--- src/rtl/sh7604_divu.sv ---
// SH7604 division unit: signed 32/32 and 64/32 divide with overflow interrupt.
// Restoring divider, one quotient bit per CE cycle, fixed start-to-result latency.
module sh7604_divu #(
  parameter int DIV_LAT = 39
) (
  input  logic        CLK,
  input  logic        RST_N,
  input  logic        CE,
  input  logic [5:0]  IBUS_A,
  input  logic [31:0] IBUS_DI,
  input  logic [3:0]  IBUS_BA,
  input  logic        IBUS_WE,
  input  logic        IBUS_REQ,
  output logic [31:0] IBUS_DO,
  output logic        IBUS_BUSY,
  output logic        IRQ,
  output logic [7:0]  VEC
);

  typedef enum logic [2:0] {
    S_IDLE, S_SETUP, S_ITER, S_FIXUP, S_PAD, S_DONE
  } state_t;

  localparam int LW = $clog2(DIV_LAT + 1);

  logic [31:0] dvsr, dvdnth, dvdntl;
  logic [1:0]  dvcr;
  logic [15:0] vcrdiv;

  state_t      state;
  logic [LW-1:0] lat;
  logic [4:0]  iter;
  logic [63:0] acc;
  logic [31:0] dmag, qres, rres;
  logic        qneg, rneg, ovf_op;

  logic        take, wr_ok, start;
  logic [2:0]  sel;
  logic [31:0] rdata;
  logic [63:0] dvd, dvd_mag;
  logic [31:0] dvs_mag;
  logic [32:0] top, diff;
  logic        ge, post_ovf;
  logic        unused_a;

  assign IBUS_BUSY = (state != S_IDLE);
  assign IRQ       = dvcr[0] & dvcr[1];
  assign VEC       = vcrdiv[7:0];
  assign unused_a  = ^{IBUS_A[5], IBUS_A[1:0]};

  assign sel   = IBUS_A[4:2];
  assign take  = IBUS_REQ & CE & ~IBUS_BUSY;
  assign wr_ok = take & IBUS_WE & (IBUS_BA == 4'hF);
  assign start = wr_ok & ((sel == 3'd1) | (sel == 3'd5) | (sel == 3'd7));

  assign dvd     = {dvdnth, dvdntl};
  assign dvd_mag = dvd[63] ? -dvd : dvd;
  assign dvs_mag = dvsr[31] ? -dvsr : dvsr;

  // One restoring step: shift in the next dividend bit, subtract if it fits
  assign top  = acc[63:31];
  assign diff = top - {1'b0, dmag};
  assign ge   = ~diff[32];

  assign post_ovf = qneg ? (acc[31:0] > 32'h8000_0000) : acc[31];

  always_comb begin
    rdata = 32'h0;
    unique case (sel)
      3'd0: rdata = dvsr;
      3'd1: rdata = dvdntl;
      3'd2: rdata = {30'h0, dvcr};
      3'd3: rdata = {16'h0, vcrdiv};
      3'd4: rdata = dvdnth;
      3'd5: rdata = dvdntl;
      3'd6: rdata = dvdnth;
      3'd7: rdata = dvdntl;
    endcase
  end

  always_ff @(posedge CLK) begin
    if (!RST_N) begin
      dvsr    <= '0;
      dvdnth  <= '0;
      dvdntl  <= '0;
      dvcr    <= '0;
      vcrdiv  <= '0;
      IBUS_DO <= '0;
      state   <= S_IDLE;
      lat     <= '0;
      iter    <= '0;
      acc     <= '0;
      dmag    <= '0;
      qres    <= '0;
      rres    <= '0;
      qneg    <= 1'b0;
      rneg    <= 1'b0;
      ovf_op  <= 1'b0;
    end else if (CE) begin
      if (take && !IBUS_WE)
        IBUS_DO <= rdata;
      if (wr_ok) begin
        unique case (sel)
          3'd0: dvsr <= IBUS_DI;
          3'd1: begin
            dvdntl <= IBUS_DI;
            dvdnth <= {32{IBUS_DI[31]}};
          end
          3'd2: dvcr   <= IBUS_DI[1:0];
          3'd3: vcrdiv <= IBUS_DI[15:0];
          3'd4, 3'd6: dvdnth <= IBUS_DI;
          3'd5, 3'd7: dvdntl <= IBUS_DI;
        endcase
      end
      if (state != S_IDLE)
        lat <= lat + LW'(1);
      unique case (state)
        S_IDLE: begin
          if (start) begin
            state <= S_SETUP;
            lat   <= LW'(1);
          end
        end
        S_SETUP: begin
          acc    <= dvd_mag;
          dmag   <= dvs_mag;
          qneg   <= dvdnth[31] ^ dvsr[31];
          rneg   <= dvdnth[31];
          ovf_op <= (dvsr == 32'h0) | (dvd_mag[63:32] >= dvs_mag);
          iter   <= '0;
          state  <= S_ITER;
        end
        S_ITER: begin
          acc  <= {ge ? diff[31:0] : top[31:0], acc[30:0], ge};
          iter <= iter + 5'd1;
          if (iter == 5'd31)
            state <= S_FIXUP;
        end
        S_FIXUP: begin
          ovf_op <= ovf_op | post_ovf;
          qres   <= qneg ? -acc[31:0] : acc[31:0];
          rres   <= rneg ? -acc[63:32] : acc[63:32];
          state  <= S_PAD;
        end
        S_PAD: begin
          if (lat >= LW'(DIV_LAT - 1))
            state <= S_DONE;
        end
        S_DONE: begin
          if (ovf_op) begin
            dvcr[0] <= 1'b1;
            if (!dvcr[1])
              dvdntl <= qneg ? 32'h8000_0000 : 32'h7FFF_FFFF;
          end else begin
            dvdntl <= qres;
            dvdnth <= rres;
          end
          state <= S_IDLE;
        end
        default: state <= S_IDLE;
      endcase
    end
  end

endmodule

--- config.mk ---
export PLATFORM = sky130hd
export DESIGN_NAME = sh7604_divu
export DESIGN_NICKNAME = d
export VERILOG_FILES = /design/src/rtl/sh7604_divu.sv
export SDC_FILE = /design/constraint.sdc
export NUM_CORES = 1
export LEC_CHECK = 0
export CELL_PAD_IN_SITES_DETAIL_PLACEMENT = 1
export CELL_PAD_IN_SITES_GLOBAL_PLACEMENT = 1
export CORE_ASPECT_RATIO = 1.75
export CORE_UTILIZATION = 23
export DETAILED_ROUTE_END_ITERATION = 8
export GPL_TIMING_DRIVEN = 0
export HOLD_SLACK_MARGIN = 0.02
export MAX_ROUTING_LAYER = met4
export PLACE_DENSITY = 0.54
export SYNTH_ARGS = -nofsm -noshare
export SYNTH_HDL_FRONTEND = slang
export SYNTH_SLANG_ARGS = --single-unit
--- constraint.sdc ---
create_clock -name CLK -period 5 [get_ports CLK]
set_input_delay 1 -clock CLK [delete_from_list [all_inputs] [get_ports CLK]]
set_output_delay 1 -clock CLK [all_outputs]
set_load 0.02 [all_outputs]
==> summary.txt <==
Timing
  – FMAX: between 200 and 250 MHz
  – Final period util: between 90% and 100%
  – Post-layout min period: 4980 ps
  – Post-Route Hold Slack: about 450 ps
  – RSZ-0062 raised after global routing: no
  – Count of final setup violators: 0
  – Max transition margin: 9.61%
  – Worst-Margin Slew: 1360 ps
  – Max Slew Vio Count: 0
  – Final hold viol count: 0
  – Clock skew: ~31 ps

Global route
  – Tot GR Track Use: roughly a quarter
  – Initial antenna violation count: 2
  – Grt met2 use: a little under half
  – GRT Max-Usage Layer: met2
  – First-pass GRT wire length: about 160000 um
  – Met1 usage: around a quarter
  – Number of global-route vias before repair: between 20000 and 25000
  – Grt total ovfl: 0
  – Met3 global-route usage: around 2.7%
  – Pin count of the biggest net entering global routing: 15

CTS
  – Clock Pin Slew Worst Setup and Hold Paths: 70 ps
  – Clock Path Buffers: 3
  – CTS tree: yes
  – H-tree depth: 2
  – Cts bufs inserted: 35
  – Clk Latency, worst-skew pair: 570 ps
  – CTS Root Cell: clkbuf_16
  – Clock sinks: 323

Placed design
  – Count of input and output buffers: 84
  – Hpwl dp: just over 90000 um
  – Post-Place Cells: 3889
  – GPL Wtd Cong: 0.950

Synth
  – Synthesized flop and latch total: about 320
  – Syn Inst Count: roughly 2700
  – Seq/Total Area, Yosys: 32.5%
  – Synthesized Nets: 2773
  – Post-synth top flop: dfxtp_1
  – Distinct cells, synth: 73
  – Share of flip-flops with an asynchronous set or reset: 0%
  – Avg Cell Area, Syn: between 7 and 8 um^2
  – Mapped cell area: 19900 um^2
  – Yosys warns: 0
  – Post-synth EDFFs: 0

Worst hold path
  – Hold crit path type: reg -> reg

Setup path
  – CP Class: reg -> reg
  – Crit Path Max Fanout: 6
  – Worst Path Required: ~5500 ps
  – Data arrival, critical path: about 5500 ps
  – CP Capture Type: flip-flop
  – FF-to-FF setup slack: roughly 17 ps
  – Startpoint types: flip-flop

Final layout
  – Number of fill cells: approximately 11000
  – Area delta synth->final: 18.0%
  – Share of cells above drive strength 1: 4.11%
  – Non-filler cells in the finished layout: 3955
  – Final layout net count: about 2900

Floorplan
  – Die Wd: about 220 um
  – Row cnt: about 140
  – Starting Density: a little under a quarter
  – Die H: approximately 390 um
  – CORE AREA: roughly 86000 um^2
  – Die footprint: 87700 um^2
  – Top-Level Pins: a little under 90

Detailed routing
  – Via count: approximately 21000
  – Drt initial violations: 1187
  – DRC Markers: 0
  – Routed len/inst: around 28 um
  – Routed Antenna Nets: 0
  – Final WL: about 110000 um
  – 1st-pass router iterations: 5
  – Via/cell ratio: around 5.3

Outcome
  – Status: finished, final reports clean

Flow run
  – Max_cap viols: 0

Pwr
  – Pleak: approximately 8.4 nW
  – Pwr Density: between 300 and 400 nW/um^2
  – Worst vdd ir: slightly above 0.0002 V
-- metrics by stage --
step | TNS, ps | utilization (%) | total power [W] | cell area (um^2) | setup slack (ps)
2_1_floorplan | 0 | - | 0.00484 | 19900 | 1030
5_1_grt | 0 | 27.4 | 0.00929 | 23500 | 35.8
6_report | 0 | 27.4 | 0.00895 | 23500 | 17.2
4_1_cts | 0 | 27.3 | 0.00901 | 23400 | 57.3
3_3_place_gp | -49390 | 25.9 | 0.00615 | 22200 | -820
3_5_place_dp | -52090 | 25.9 | 0.00618 | 22200 | -815
-- kinds of logic (layout without fill, tap and decap cells) --
kind of cell | Yosys count | after routing | share of synthesized area, %
DFF | 323 | 323 | 32.5
adders and majority gates | 73 | 73 | 4.63
buffers and inverters | 265 | 412 | 5.23
AOI/OAI and AO/OA | 902 | 902 | 27.9
and+or+nand+nor | 870 | 870 | 19.8
xor gates and xnor gates | 177 | 177 | 7.79
muxes | 43 | 43 | 2.18
other | 0 | 3 | 0
-- power by group --
part           switching [W]  internal [W]  total (W)  leakage, nW
logic                0.00233       0.00115    0.00348         5.22
clock network        0.00122       0.00153    0.00275        0.546
registers          0.0000902       0.00263    0.00272         2.60
total                0.00365       0.00530    0.00895         8.36
-- worst paths after layout --
kind / from / to / cells after the start
setup / recovery: dvdntl[20] / ovf_op / 15
hold / removal: qres[9] / qres[9] / 2
setup reg to reg: dvdntl[20] / ovf_op / 15
hold reg to reg: qres[9] / qres[9] / 2
-- layer usage --
layer	part of all wire [%]	vias up	wire length, um
met1	34	10400	38100
met2	53	587	58700
li1	-	9756	-
met4	9.8	0	11000
met5	0	-	0
met3	3.2	319	3520
-- synth_stat cells, types with 10 or more instances --
cell type | n | share of area (%)
dfxtp_1 | 323 | 33
nor2_1 | 310 | 5.8
a21oi_1 | 305 | 7.7
nand2_1 | 299 | 5.6
o21ai_0 | 232 | 5.8
clkbuf_1 | 195 | 3.7
xor2_1 | 114 | 5.0
a211oi_1 | 106 | 4.0
ha_1 | 72 | 4.5
xnor2_1 | 63 | 2.8
o31ai_1 | 50 | 1.9
inv_1 | 48 | 0.91
nor3_1 | 42 | 1.1
mux2i_1 | 41 | 2.1
or3_1 | 35 | 1.1
a22oi_1 | 33 | 1.2
o221ai_1 | 32 | 1.4
nand3_1 | 31 | 0.78
a21o_1 | 29 | 1.1
nand2b_1 | 21 | 0.66
o41ai_1 | 21 | 0.92
or4_1 | 21 | 0.79
nand4_1 | 20 | 0.63
a311oi_1 | 16 | 0.70
or2_2 | 15 | 0.47
nor3b_1 | 14 | 0.53
o211ai_1 | 13 | 0.49
and3_1 | 11 | 0.35
nor2b_1 | 11 | 0.35
a31oi_1 | 10 | 0.31
and2_1 | 10 | 0.31
nor4_1 | 10 | 0.31
-- worst max-delay path: stages (launching register included) --
cell     delay (ps)
dfxtp_1         410
or3_4           460
or4_4           570
or4_4           500
buf_6           170
or3_4           430
o21ai_1         200
xnor2_1         170
ha_1            310
nand4_1         220
nor2_4          330
o21ai_0         170
nor4_1          300
o21ai_0         170
a21o_1          280
a21oi_1         220
-- cells in the final DEF (no fill, tap or decap), types with 35 or more instances in the layout --
master and instances:
dfxtp_1 323, nor2_1 309, a21oi_1 305, nand2_1 299
o21ai_0 232, clkbuf_1 201, xor2_1 114, a211oi_1 106
clkdlybuf4s50_1 84, ha_1 72, xnor2_1 63, o31ai_1 50
inv_1 48, nor3_1 40, mux2i_1 40, clkbuf_16 37
or3_1 35
-- registers in the layout, summed over array words and instances, names as in the netlist --
register,cells
dvdntl,32
ovf_op,1
IBUS_DO,32
dvcr,2
state,3
rneg,1
qneg,1
dvsr,32
rres,32
qres,32
dmag,32
iter,5
acc,64
lat,6
vcrdiv,16
dvdnth,32
-- layout make-up --
| type | instances | area, um^2 | area share [%] |
|---|---|---|---|
| tap | 1152 | 1440 | 6.14 |
| multi-input combinational | 2065 | 12500 | 53.3 |
| antenna | 3 | 7.51 | 0.0320 |
| sequential | 323 | 6470 | 27.6 |
| buffer | 216 | 858 | 3.66 |
| clock buffer | 50 | 1020 | 4.37 |
| inverter | 49 | 184 | 0.784 |
| clock inverter | 9 | 103 | 0.437 |
| timing repair buffer | 88 | 868 | 3.70 |
-- repair_timing --
action / in CTS / in global routing
hold buffers: 0 / 0
endpoints found under the setup margin: 61 / 1
buffers inserted: 0 / 3
resized for setup: 15 / 8
pin swaps: 0 / 2
(Power assumes the default switching activity.)
